===== src/rtl/alu_pkg.sv =====
// Shared ALU definitions: operand width, ALU control codes, multiply
// sequencer state encoding and the ALU drive payload with its builders.
package alu_pkg;

  localparam int unsigned DATA_W  = 32;
  // Iteration counter width; 2**CNT_W must exceed DATA_W.
  localparam int unsigned CNT_W   = 6;
  localparam int unsigned CTRL_W  = 4;
  localparam int unsigned SHAMT_W = 5;

  localparam logic [CTRL_W-1:0] ALU_ADD = 4'd2;
  localparam logic [CTRL_W-1:0] ALU_SLL = 4'd7;

  typedef enum logic [1:0] {
    ST_IDLE  = 2'd0,
    ST_ADD   = 2'd1,
    ST_SHIFT = 2'd2
  } mult_state_e;

  // Everything the sequencer presents to the shared ALU in one cycle.
  typedef struct packed {
    logic                req;
    logic [DATA_W-1:0]   src1;
    logic [DATA_W-1:0]   src2;
    logic [CTRL_W-1:0]   ctrl;
    logic [SHAMT_W-1:0]  shamt;
  } alu_drive_t;

  // Quiescent drive: no request, control parked on ADD.
  function automatic alu_drive_t alu_idle();
    alu_drive_t d;
    d.req   = 1'b0;
    d.src1  = DATA_W'(0);
    d.src2  = DATA_W'(0);
    d.ctrl  = ALU_ADD;
    d.shamt = SHAMT_W'(0);
    return d;
  endfunction

  // Accumulate step: a + b.
  function automatic alu_drive_t alu_add(logic [DATA_W-1:0] a, logic [DATA_W-1:0] b);
    alu_drive_t d;
    d.req   = 1'b1;
    d.src1  = a;
    d.src2  = b;
    d.ctrl  = ALU_ADD;
    d.shamt = SHAMT_W'(0);
    return d;
  endfunction

  // Multiplicand doubling step: b << 1.
  function automatic alu_drive_t alu_sll1(logic [DATA_W-1:0] b);
    alu_drive_t d;
    d.req   = 1'b1;
    d.src1  = DATA_W'(0);
    d.src2  = b;
    d.ctrl  = ALU_SLL;
    d.shamt = SHAMT_W'(1);
    return d;
  endfunction

endpackage


===== src/rtl/alu_mult_sequencer_if.sv =====
// Request/result and shared-ALU signals of the multiply sequencer.
//   slave  : the sequencer (consumes start/operands/grant/ALU result)
//   master : the requester plus ALU arbiter side
interface alu_mult_sequencer_if;
  import alu_pkg::*;

  logic                start_i;
  logic [DATA_W-1:0]   src1_i;
  logic [DATA_W-1:0]   src2_i;
  logic                busy_o;
  logic                done_o;
  logic [DATA_W-1:0]   result_o;
  logic                alu_req_o;
  logic                alu_gnt_i;
  logic [DATA_W-1:0]   alu_src1_o;
  logic [DATA_W-1:0]   alu_src2_o;
  logic [CTRL_W-1:0]   alu_ctrl_o;
  logic [SHAMT_W-1:0]  alu_shamt_o;
  logic [DATA_W-1:0]   alu_result_i;

  modport slave (
    input  start_i, src1_i, src2_i, alu_gnt_i, alu_result_i,
    output busy_o, done_o, result_o,
    output alu_req_o, alu_src1_o, alu_src2_o, alu_ctrl_o, alu_shamt_o
  );

  modport master (
    output start_i, src1_i, src2_i, alu_gnt_i, alu_result_i,
    input  busy_o, done_o, result_o,
    input  alu_req_o, alu_src1_o, alu_src2_o, alu_ctrl_o, alu_shamt_o
  );
endinterface


===== src/rtl/alu_mult_sequencer.sv =====
// Multi-cycle DATA_W x DATA_W -> low DATA_W multiply built from shift-and-add
// steps issued to the shared, combinational ALU (ADD to accumulate, SLL by 1
// to double the multiplicand). Only advances in cycles where the ALU is granted.
// Ports:
//   clk_i  : clock, rising edge
//   rst_i  : asynchronous active-high reset; aborts any operation in flight
//   bus    : alu_mult_sequencer_if.slave (start/operands, busy/done/result,
//            ALU request/grant, ALU operands/control, ALU result)
// Configuration:
//   MULT_EARLY_EXIT_EN : when defined, finish as soon as the remaining
//                        multiplier bits are all zero (src2==0 completes in
//                        one cycle without touching the ALU).
module alu_mult_sequencer
  import alu_pkg::*;
(
  input  logic                  clk_i,
  input  logic                  rst_i,
  alu_mult_sequencer_if.slave   bus
);

  mult_state_e        state;
  logic [DATA_W-1:0]  mcand;
  logic [DATA_W-1:0]  mplier;
  logic [DATA_W-1:0]  acc;
  logic [CNT_W-1:0]   cnt;
  logic               busy_q;
  logic               done_q;
  logic [DATA_W-1:0]  result_q;
  alu_drive_t         drive_q;

  logic [DATA_W-1:0]  mplier_shr_c;
  logic               last_shift_c;
  logic               zero_exit_c;

  assign mplier_shr_c = mplier >> 1;

`ifdef MULT_EARLY_EXIT_EN
  assign last_shift_c = (cnt == CNT_W'(DATA_W - 1)) || (mplier_shr_c == DATA_W'(0));
  assign zero_exit_c  = (bus.src2_i == DATA_W'(0));
`else
  assign last_shift_c = (cnt == CNT_W'(DATA_W - 1));
  assign zero_exit_c  = 1'b0;
`endif

  // FSM, operand registers and registered ALU drive. The drive for the next
  // state is computed alongside the transition so the ALU sees stable,
  // registered operands for the whole step, including grant stalls.
  always_ff @(posedge clk_i or posedge rst_i) begin
    if (rst_i) begin
      state    <= ST_IDLE;
      mcand    <= '0;
      mplier   <= '0;
      acc      <= '0;
      cnt      <= '0;
      busy_q   <= 1'b0;
      done_q   <= 1'b0;
      result_q <= '0;
      drive_q  <= alu_idle();
    end else begin
      done_q <= 1'b0;
      unique case (state)
        ST_IDLE: begin
          if (bus.start_i) begin
            mcand  <= bus.src1_i;
            mplier <= bus.src2_i;
            acc    <= '0;
            cnt    <= '0;
            if (zero_exit_c) begin
              result_q <= '0;
              done_q   <= 1'b1;
            end else begin
              busy_q <= 1'b1;
              if (bus.src2_i[0]) begin
                state   <= ST_ADD;
                drive_q <= alu_add(DATA_W'(0), bus.src1_i);
              end else begin
                state   <= ST_SHIFT;
                drive_q <= alu_sll1(bus.src1_i);
              end
            end
          end
        end

        ST_ADD: begin
          if (bus.alu_gnt_i) begin
            acc     <= bus.alu_result_i;
            state   <= ST_SHIFT;
            drive_q <= alu_sll1(mcand);
          end
        end

        ST_SHIFT: begin
          if (bus.alu_gnt_i) begin
            mcand  <= bus.alu_result_i;
            mplier <= mplier_shr_c;
            cnt    <= cnt + CNT_W'(1);
            if (last_shift_c) begin
              // acc already holds any ADD issued for this bit position.
              result_q <= acc;
              done_q   <= 1'b1;
              busy_q   <= 1'b0;
              state    <= ST_IDLE;
              drive_q  <= alu_idle();
            end else if (mplier_shr_c[0]) begin
              state   <= ST_ADD;
              drive_q <= alu_add(acc, bus.alu_result_i);
            end else begin
              state   <= ST_SHIFT;
              drive_q <= alu_sll1(bus.alu_result_i);
            end
          end
        end

        default: begin
          state   <= ST_IDLE;
          busy_q  <= 1'b0;
          drive_q <= alu_idle();
        end
      endcase
    end
  end

  assign bus.busy_o      = busy_q;
  assign bus.done_o      = done_q;
  assign bus.result_o    = result_q;
  assign bus.alu_req_o   = drive_q.req;
  assign bus.alu_src1_o  = drive_q.src1;
  assign bus.alu_src2_o  = drive_q.src2;
  assign bus.alu_ctrl_o  = drive_q.ctrl;
  assign bus.alu_shamt_o = drive_q.shamt;

endmodule

===== src/flat_wrapper.sv =====
// flat-port wrapper written by rule: the top's interface ports become plain ports
module alu_mult_sequencer_flat import alu_pkg::*;
  (clk_i, rst_i, bus_start_i, bus_src1_i, bus_src2_i, bus_alu_gnt_i, bus_alu_result_i, bus_busy_o, bus_done_o, bus_result_o, bus_alu_req_o, bus_alu_src1_o, bus_alu_src2_o, bus_alu_ctrl_o, bus_alu_shamt_o);
  alu_mult_sequencer_if bus_i ();
  input  logic clk_i;
  input  logic rst_i;
  input wire logic [$bits(bus_i.start_i)-1:0] bus_start_i;
  input wire logic [$bits(bus_i.src1_i)-1:0] bus_src1_i;
  input wire logic [$bits(bus_i.src2_i)-1:0] bus_src2_i;
  input wire logic [$bits(bus_i.alu_gnt_i)-1:0] bus_alu_gnt_i;
  input wire logic [$bits(bus_i.alu_result_i)-1:0] bus_alu_result_i;
  output wire logic [$bits(bus_i.busy_o)-1:0] bus_busy_o;
  output wire logic [$bits(bus_i.done_o)-1:0] bus_done_o;
  output wire logic [$bits(bus_i.result_o)-1:0] bus_result_o;
  output wire logic [$bits(bus_i.alu_req_o)-1:0] bus_alu_req_o;
  output wire logic [$bits(bus_i.alu_src1_o)-1:0] bus_alu_src1_o;
  output wire logic [$bits(bus_i.alu_src2_o)-1:0] bus_alu_src2_o;
  output wire logic [$bits(bus_i.alu_ctrl_o)-1:0] bus_alu_ctrl_o;
  output wire logic [$bits(bus_i.alu_shamt_o)-1:0] bus_alu_shamt_o;
  assign bus_i.start_i = bus_start_i;
  assign bus_i.src1_i = bus_src1_i;
  assign bus_i.src2_i = bus_src2_i;
  assign bus_i.alu_gnt_i = bus_alu_gnt_i;
  assign bus_i.alu_result_i = bus_alu_result_i;
  assign bus_busy_o = bus_i.busy_o;
  assign bus_done_o = bus_i.done_o;
  assign bus_result_o = bus_i.result_o;
  assign bus_alu_req_o = bus_i.alu_req_o;
  assign bus_alu_src1_o = bus_i.alu_src1_o;
  assign bus_alu_src2_o = bus_i.alu_src2_o;
  assign bus_alu_ctrl_o = bus_i.alu_ctrl_o;
  assign bus_alu_shamt_o = bus_i.alu_shamt_o;
  alu_mult_sequencer u_core (.clk_i(clk_i), .rst_i(rst_i), .bus(bus_i));
endmodule

===== config.mk =====
export PLATFORM = sky130hd
export DESIGN_NAME = alu_mult_sequencer_flat
export DESIGN_NICKNAME = d
export VERILOG_FILES = /design/src/rtl/alu_pkg.sv /design/src/rtl/alu_mult_sequencer_if.sv /design/src/rtl/alu_mult_sequencer.sv /design/src/flat_wrapper.sv
export SDC_FILE = /design/constraint.sdc
export NUM_CORES = 1
export LEC_CHECK = 0
export CORE_ASPECT_RATIO = 0.9
export CORE_MARGIN = 10
export CORE_UTILIZATION = 55
export DETAILED_ROUTE_END_ITERATION = 10
export GPL_TIMING_DRIVEN = 0
export HOLD_SLACK_MARGIN = 0.03
export PLACE_DENSITY = 0.86
export SYNTH_ARGS = -nofsm -noshare
export SYNTH_HDL_FRONTEND = slang
export SYNTH_SLANG_ARGS = --single-unit

===== constraint.sdc =====
create_clock -name clk_i -period 19.05 [get_ports clk_i]
set_input_delay 3.81 -clock clk_i [delete_from_list [all_inputs] [get_ports clk_i]]
set_output_delay 3.81 -clock clk_i [all_outputs]
set_load 0.1 [all_outputs]

== Word-level counts from Yosys, hierarchy flattened ==
Index checks and enable logic that the tools add are counted.

* Bits in registers: 212
* Bits of input ports: 100
* Output and inout bits: 108
* Word-level logic and storage cells: 62

* Add/subtract/negate cells: 1
* Equality and inequality tests: 7
* Muxes and demuxes: 32
* Bitwise operators: 1
* Reductions and logical operators: 8

{| class="wikitable"
|+ Operators by type and width
! operator !! number
|-
| 2-to-1 mux 74 bit || 4
|-
| one-hot mux 74 bit (3 select lines) || 1
|-
| one-hot mux 32 bit (2 select lines) || 3
|-
| 2-to-1 mux 32 bit || 5
|-
| 2-to-1 mux 73 bit || 1
|-
| 2-to-1 mux 2 bit || 6
|-
| 2-to-1 mux 6 bit || 2
|-
| one-hot mux 6 bit (2 select lines) || 1
|-
| AND reduction 3 bit || 4
|-
| 2-to-1 mux 8 bit || 1
|-
| adder 6 x 1 -> 6 bit (second input constant) || 1
|-
| equality test 6 x 5 -> 1 bit (second input constant) || 1
|-
| 2-to-1 mux 1 bit || 6
|-
| != test 2 bit (second input constant) || 3
|-
| one-hot mux 2 bit (3 select lines) || 1
|-
| AND reduction 4 bit || 1
|-
| nonzero test 2 bit || 2
|-
| one-hot mux 1 bit (3 select lines) || 1
|-
| equality test 2 x 1 -> 1 bit (second input constant) || 1
|-
| equality test 2 bit (second input constant) || 1
|-
| zero test 2 bit || 1
|-
| != test 2 x 1 -> 1 bit (second input constant) || 1
|-
| inverter 1 bit || 1
|}

== Depth between registers and ports, before layout ==
Gate-level depths: netlist (run 1).

* Depth after elaboration: 4
* Mapped depth: 6
* Mapped depth without buffers: 4

== Worst setup path before layout (run 1) ==
OpenSTA, ideal clock, no wires.

* Path kind: in2reg
* Start point: input bus_start_i
* End point: register u_core.cnt[0]
* Setup time: 0.134 ns
* Data arrival time: 4.904 ns
* Data required time: 18.916 ns
* Path slack: 14.012 ns
* Stages on the path: 6
* Path buffers: 3
* Path through: buf_2 -> or3b_2 -> buf_2 -> buf_2 -> nand3_1 -> o21ai_0

* Word-level cells in the longest chain between the ends: 2

{| class="wikitable"
|+ Ends and longest elaborated chain
! item !! RTL line !! RTL
|-
| from (decl) || flat_wrapper.sv:7 || <nowiki>input wire logic [$bits(bus_i.start_i)-1:0] bus_start_i;</nowiki>
|-
| != test 2 bit (no source line) || - ||
|-
| AND reduction 3 bit (no source line) || - ||
|-
| to (signal assigned) || alu_mult_sequencer.sv:96 || <nowiki>cnt <= cnt + CNT_W'(1);</nowiki>
|-
| to (decl) || alu_mult_sequencer.sv:25 || <nowiki>logic [CNT_W-1:0] cnt;</nowiki>
|}

No other way between the ends.
A chain may end at the register's enable or synchronous reset.

==> impl_metrics.toml, run 1 <==
[run_status]
status = "finished clean"

[grt]
grt_pass1_vias = 8777
grt_max_degree = 114
antenna_found_initial = 2
grtUsageTotal = 0.2479
grt_overflow_total = 0
grt_first_pass_wirelength_microns = 47870

[power_and_ir_drop]
p_int_uw = 1162
leakage_uw = 0.005651
power_uw = 2175
vdd_ir_drop_max_uv = 163.8
clkPwrFrac = 0.203
p_sw_frac = 0.4659
p_comb_frac = 0.491
pwr-share-seq = 0.306
power_density_nw_per_um2 = 170.8
p_sw_uw = 1013

[synthesis]
synthesis.instances = 903
synth_warnings = 0
synthArstFlopShare = 1.000
synth-simple-area-share = 0.1268
yosysSeqAreaShare = 0.5249
synth_ff_type = "dfrtp_1"
synthAdderAreaFrac = 0.001299
yosysTopAreaCell = "dfrtp_1"
synth_xor_area_frac = 0
syn-cell-area_sq_um = 9630
synth_most_common_cell = "dfrtp_1"
synth_edf_count = 0
synth_area_leaders = "dfrtp_1 (52%), mux2i_1 (10%), o21ai_0 (5.1%), nand3_1 (5.0%), mux2_2 (3.9%)"
synthTopCellsByCount = "dfrtp_1 (202), o21ai_0 (98), mux2i_1 (96), nand3_1 (96), clkbuf_1 (46)"
synth.area.mux_share = 0.1384
synth.distinct_cells = 40
synth_top_family_by_area = "compound AO/OA/AOI/OAI gates"
synth.ff_latch_count = 202
avgSynthCellArea_sq_um = 10.66
synth_compound_area_frac = 0.1429
synth_top_area_frac = 0.5249

[floorplan]
rows = 45
core_area_sq_um = 17000
fp.dieArea_sq_um = 23210
die_h_microns = 145.5
die-width_microns = 159.5
io-pin-count = 208
start_util = 0.5664

[timing]
slew_violations = 0
worst_pin_slew_ns = 1.095
setup_violations = 0
setup_tns_ns = 0
final_hold_viol_count = 0
fin_skew_ns = 0.01663
slew_headroom = 0.2677
rsz0062_at_grt = "no"
fin_crit_sh = 0.3247
finalCriticalPeriod_ns = 6.185
fmax_mhz = 161.7
worst_slack_ns = 12.86
holdWs_ns = 0.4981

[flow_run]
cap_viol_max_count = 0

[layout]
fin_cells = 1384
area_growth_pct = 32.25
final_layout_size_suffix_gt1_frac = 0.1055
final_net_count = 1233
n_fill_cell = 1162

[critical_path]
worstPathMaxFanout = 8
cpPeakStageDelay_ns = 1.14
required_ns = 15.24
worstSetupEndpointType = "primary output"
crit_buf_inv = 2
cp-start-kind = "flop"
critical_path.slowest_cell = "clkdlybuf4s50_1"
cp_cell_sequence = "buf_4, clkdlybuf4s50_1"
path_delay_family = "buffers and inverters"
crit_type = "flop to primary output"
arrival_ns = 2.38

[clocking]
hold_buffers = 0
cts_sinks = 202
cts_repair_resize_count = 0
htreeDepth = 1
cts.clk_slew.worst_paths_ns = 0.06
root_buffer = "clkbuf_16"
cts_tree = "built"
cts_buffers = 22
cts_buffer_depth = 3
clk_latency_ns = 0.52
postCtsSetupBuffers = 0

[hold_path]
min_path_type = "flop to flop"

[placed_design]
pre_cts_ws_ns = 13.19
hpwl_microns = 21590
placedCellCount = 1343
globalplace.congestion = 0.8799
port_buffers = 200

[routing]
vias = 8531
viasPerCell = 6.164
drc = 0
firstDrtPassIters = 5
ant_nets = 0
drt-wirelength-per-cell_microns = 21.77
drtIter0Drc = 760
totalWireLength_microns = 30130
[power by group through the flow]
stage                     clock [uW]  sequential (uW)  combinational, uW
final                            442              665               1070
after floorplan                    0              935                497
after global routing             459              678               1130
after detailed placement           0              666               1050
after CTS                        443              661               1060
after global placement             0              660               1030
[worst paths after layout]
path / startpoint / end / slack (ns) / cells after the start
max: u_core.bus.alu_ctrl_o[0]$_DFFE_PP0P_ / bus_alu_shamt_o[0] / 12.86 / 2
min: u_core.mplier[5]$_DFFE_PP0P_ / u_core.mplier[5]$_DFFE_PP0P_ / 0.50 / 2
max reg2reg: u_core.bus.alu_ctrl_o[0]$_DFFE_PP0P_ / u_core.bus.alu_src2_o[19]$_DFFE_PP0P_ / 16.73 / 5
min reg2reg: u_core.mplier[5]$_DFFE_PP0P_ / u_core.mplier[5]$_DFFE_PP0P_ / 0.50 / 2
max in group asynchronous: rst_i / u_core.bus.alu_src2_o[9]$_DFFE_PP0P_ / 14.27 / 3
min in group asynchronous: rst_i / u_core.bus.alu_src1_o[31]$_DFFE_PP0P_ / 3.84 / 2
[metrics by stage]
step / util / instance area, sq um
finish: 0.7490 / 12740
global route: 0.7489 / 12730
CTS: 0.7487 / 12730
detailed placement: 0.7043 / 11980
global placement: 0.7023 / 11940
floorplan: - / 9646
[worst min-delay path: stages, from the launching register on]
cell	delay [ns]
dfrtp_1	0.34
nand3_1	0.06
o21ai_0	0.06
[final cells by class]
type,instances,area [sq um],area share
plain buffers,103,486.7,0.03822
clock inverters,7,96.34,0.007565
repair buffers,201,2029,0.1593
multi-input cells,565,3965,0.3113
well taps,235,294.0,0.02309
inverters,37,146.4,0.01149
diodes,2,5.005,0.0003930
flip-flops and latches,202,5055,0.3969
clock buffers,32,658.1,0.05167
[layer usage]
| layer | up-vias | share of wire | track usage |
|---|---|---|---|
| met1 | 4199 | 0.41 | 0.3171 |
| li1 | 3771 | - | - |
| met2 | 463 | 0.45 | 0.3790 |
| met5 | - | 0 | 0 |
| met3 | 98 | 0.093 | 0.07201 |
| met4 | 0 | 0.046 | 0.1190 |
[sequential cells by signal (all words and copies together), names as in the netlist, 6 cells and up]
signal and flops:
u_core.acc 32, u_core.cnt 6, u_core.mcand 32, u_core.bus.result_o 32
u_core.bus.alu_src2_o 32, u_core.mplier 31, u_core.bus.alu_src1_o 32
[cells by family after synthesis]
group / count (synthesis)
AND/OR/NAND/NOR: 218
adder cells (fa/ha/maj): 1
buffers and inverters: 140
flip-flops: 202
multiplexers: 129
other: 2
AO/OA/AOI/OAI: 211
[cells in the final DEF, fill, tap and decap left out, types with 22 or more instances in the layout]
cell / n
clkdlybuf4s50_1: 200
o21ai_0: 98
nand3b_1: 33
clkbuf_16: 22
nand4_1: 32
dfrtp_1: 202
buf_2: 29
inv_1: 35
mux2_2: 33
a221o_1: 32
a21oi_1: 37
o2111ai_1: 33
mux2i_1: 96
nand2_1: 36
nand3_1: 96
clkbuf_1: 49
Power figures use the tool's default switching activity.
==> run 2: changes to the inputs <==
--- a/config.mk
+++ b/config.mk
@@ -7,11 +7,11 @@
 export LEC_CHECK = 0
 export CORE_ASPECT_RATIO = 0.9
 export CORE_MARGIN = 10
-export CORE_UTILIZATION = 55
+export CORE_UTILIZATION = 46
 export DETAILED_ROUTE_END_ITERATION = 10
 export GPL_TIMING_DRIVEN = 0
 export HOLD_SLACK_MARGIN = 0.03
-export PLACE_DENSITY = 0.86
+export PLACE_DENSITY = 0.76
 export SYNTH_ARGS = -nofsm -noshare
 export SYNTH_HDL_FRONTEND = slang
 export SYNTH_SLANG_ARGS = --single-unit
==> constraint.sdc (replaced) <==
create_clock -name clk_i -period 5.03 [get_ports clk_i]
set_input_delay 1.006 -clock clk_i [delete_from_list [all_inputs] [get_ports clk_i]]
set_output_delay 1.006 -clock clk_i [all_outputs]
set_load 0.1 [all_outputs]
==> impl_metrics.toml, run 2 (synthesis results as in run 1) <==
[grt]
met1_usage = 0.2831
top_usage_layer = "met2"
grt_max_degree = 43
grtUsageTotal = 0.2135
grt_use_met2 = 0.3435
grt_pass1_vias = 8327
antenna_found_initial = 3
grt_first_pass_wirelength_microns = 46930
grt_overflow_total = 0
grt_util_met3 = 0.04575

[critical_path]
worstPathMaxFanout = 8
rr_worst_depth = 5
worstSetupEndpointType = "primary output"
required_ns = 4.02
cp-start-kind = "flop"
crit_type = "flop to primary output"
arrival_ns = 2.37

[layout]
final_net_count = 1238
area_growth_pct = 33.65
fin_area_sq_um = 12870
layout_common_cells = "dfrtp_1 (202), clkdlybuf4s50_1 (200), o21ai_0 (98), mux2i_1 (96), nand3_1 (96)"
final_layout_size_suffix_gt1_frac = 0.1101
final_common_cell = "dfrtp_1"
n_fill_cell = 1684

[placed_design]
port_buffers = 200
hpwl_microns = 22570
globalplace.congestion = 0.8786
placed_cell_area_sq_um = 12110

[hold_path]
min_path_type = "flop to flop"
min_path_cells = 2

[timing]
rsz0062_at_grt = "no"
fmax_mhz = 296.0
fin_skew_ns = 0.01123
setup_tns_ns = 0
finalCriticalPeriod_ns = 3.378
worst_pin_slew_ns = 1.071
final_hold_viol_count = 0
slew_headroom = 0.2839
fin_crit_sh = 0.6717
setup_violations = 0
slew_violations = 0

[clocking]
cts.clk_slew.worst_paths_ns = 0.06
postCtsSetupBuffers = 0
root_buffer = "clkbuf_16"
htreeDepth = 1
cts_repair_resize_count = 0
cts_sinks = 202
hold_buffers = 0
cts_tree = "built"
cts_buffer_depth = 3
clk_latency_ns = 0.52
cts_buffers = 23

[power_and_ir_drop]
power_density_nw_per_um2 = 639.0
leakage_uw = 0.005682
vdd_ir_drop_max_uv = 405.6

[routing]
ant_nets = 0
drtIter0Drc = 719
vias = 8176
drc = 0
viasPerCell = 5.674
drt-wirelength-per-cell_microns = 20.94
totalWireLength_microns = 30180
firstDrtPassIters = 7

[flow_run]
cap_viol_max_count = 0

[floorplan]
core_area_sq_um = 20710
fp.dieArea_sq_um = 27130
io-pin-count = 208
start_util = 0.4651
rows = 50
die_h_microns = 157.3
die-width_microns = 172.5

[run_status]
status = "finished clean"
run 2: routing by layer:
metal / share of wire / up-vias
li1: - / 3775
met1: 0.44 / 4055
met2: 0.46 / 293
met3: 0.066 / 51
met4: 0.028 / 2
met5: 0.00027 / -
run 2: layout make-up:
class	count	area, sq um	area share
clock inverters	9	87.58	0.006805
multi-input cells	565	3965	0.3081
flip-flops and latches	202	5055	0.3927
clock buffers	32	669.4	0.05201
inverters	37	142.6	0.01108
plain buffers	103	486.7	0.03781
repair buffers	205	2102	0.1633
diodes	2	5.005	0.0003888
well taps	286	357.8	0.02780
run 2: worst paths after layout:
path                                                 startpoint                                    to  slack, ns
setup / recovery           u_core.bus.alu_ctrl_o[0]$_DFFE_PP0P_                     bus_alu_ctrl_o[0]       1.65
setup reg to reg           u_core.bus.alu_ctrl_o[0]$_DFFE_PP0P_  u_core.bus.alu_src2_o[0]$_DFFE_PP0P_       2.89
hold / removal                     u_core.mplier[2]$_DFFE_PP0P_          u_core.mplier[2]$_DFFE_PP0P_       0.50
hold reg to reg                    u_core.mplier[2]$_DFFE_PP0P_          u_core.mplier[2]$_DFFE_PP0P_       0.50
min in group asynchronous                                 rst_i   u_core.bus.result_o[30]$_DFFE_PP0P_       0.95
max in group asynchronous                                 rst_i          u_core.mcand[14]$_DFFE_PP0P_       3.16
run 2: power by group:
group          total (uW)  switching (uW)  leakage, uW  internal [uW]
logic                4030            2800      0.00265           1230
registers            2520             355      0.00265           2160
clock network        1670             689     0.000378            985
total                8230            3850      0.00568           4380
run 2: worst max-delay path, cell delays in order, from the launching register on:
cell	delay [ns]
dfrtp_1	0.54
buf_4	0.17
clkdlybuf4s50_1	1.13
run 2: stage by stage:
stage | setup slack, ns | std cells | hold slack, ns | total power [uW] | util
5_1_grt | 1.612 | 1441 | 0.5204 | 8633 | 0.6216
6_report | 1.652 | 1441 | 0.4995 | 8225 | 0.6216
4_1_cts | 1.639 | 1439 | 0.5034 | 8231 | 0.6213
2_1_floorplan | 1.408 | 907 | 0.4654 | 5425 | -
3_3_place_gp | -0.2142 | 1393 | 0.4812 | 6440 | 0.5799
3_5_place_dp | 1.985 | 1398 | 0.4903 | 6542 | 0.5848
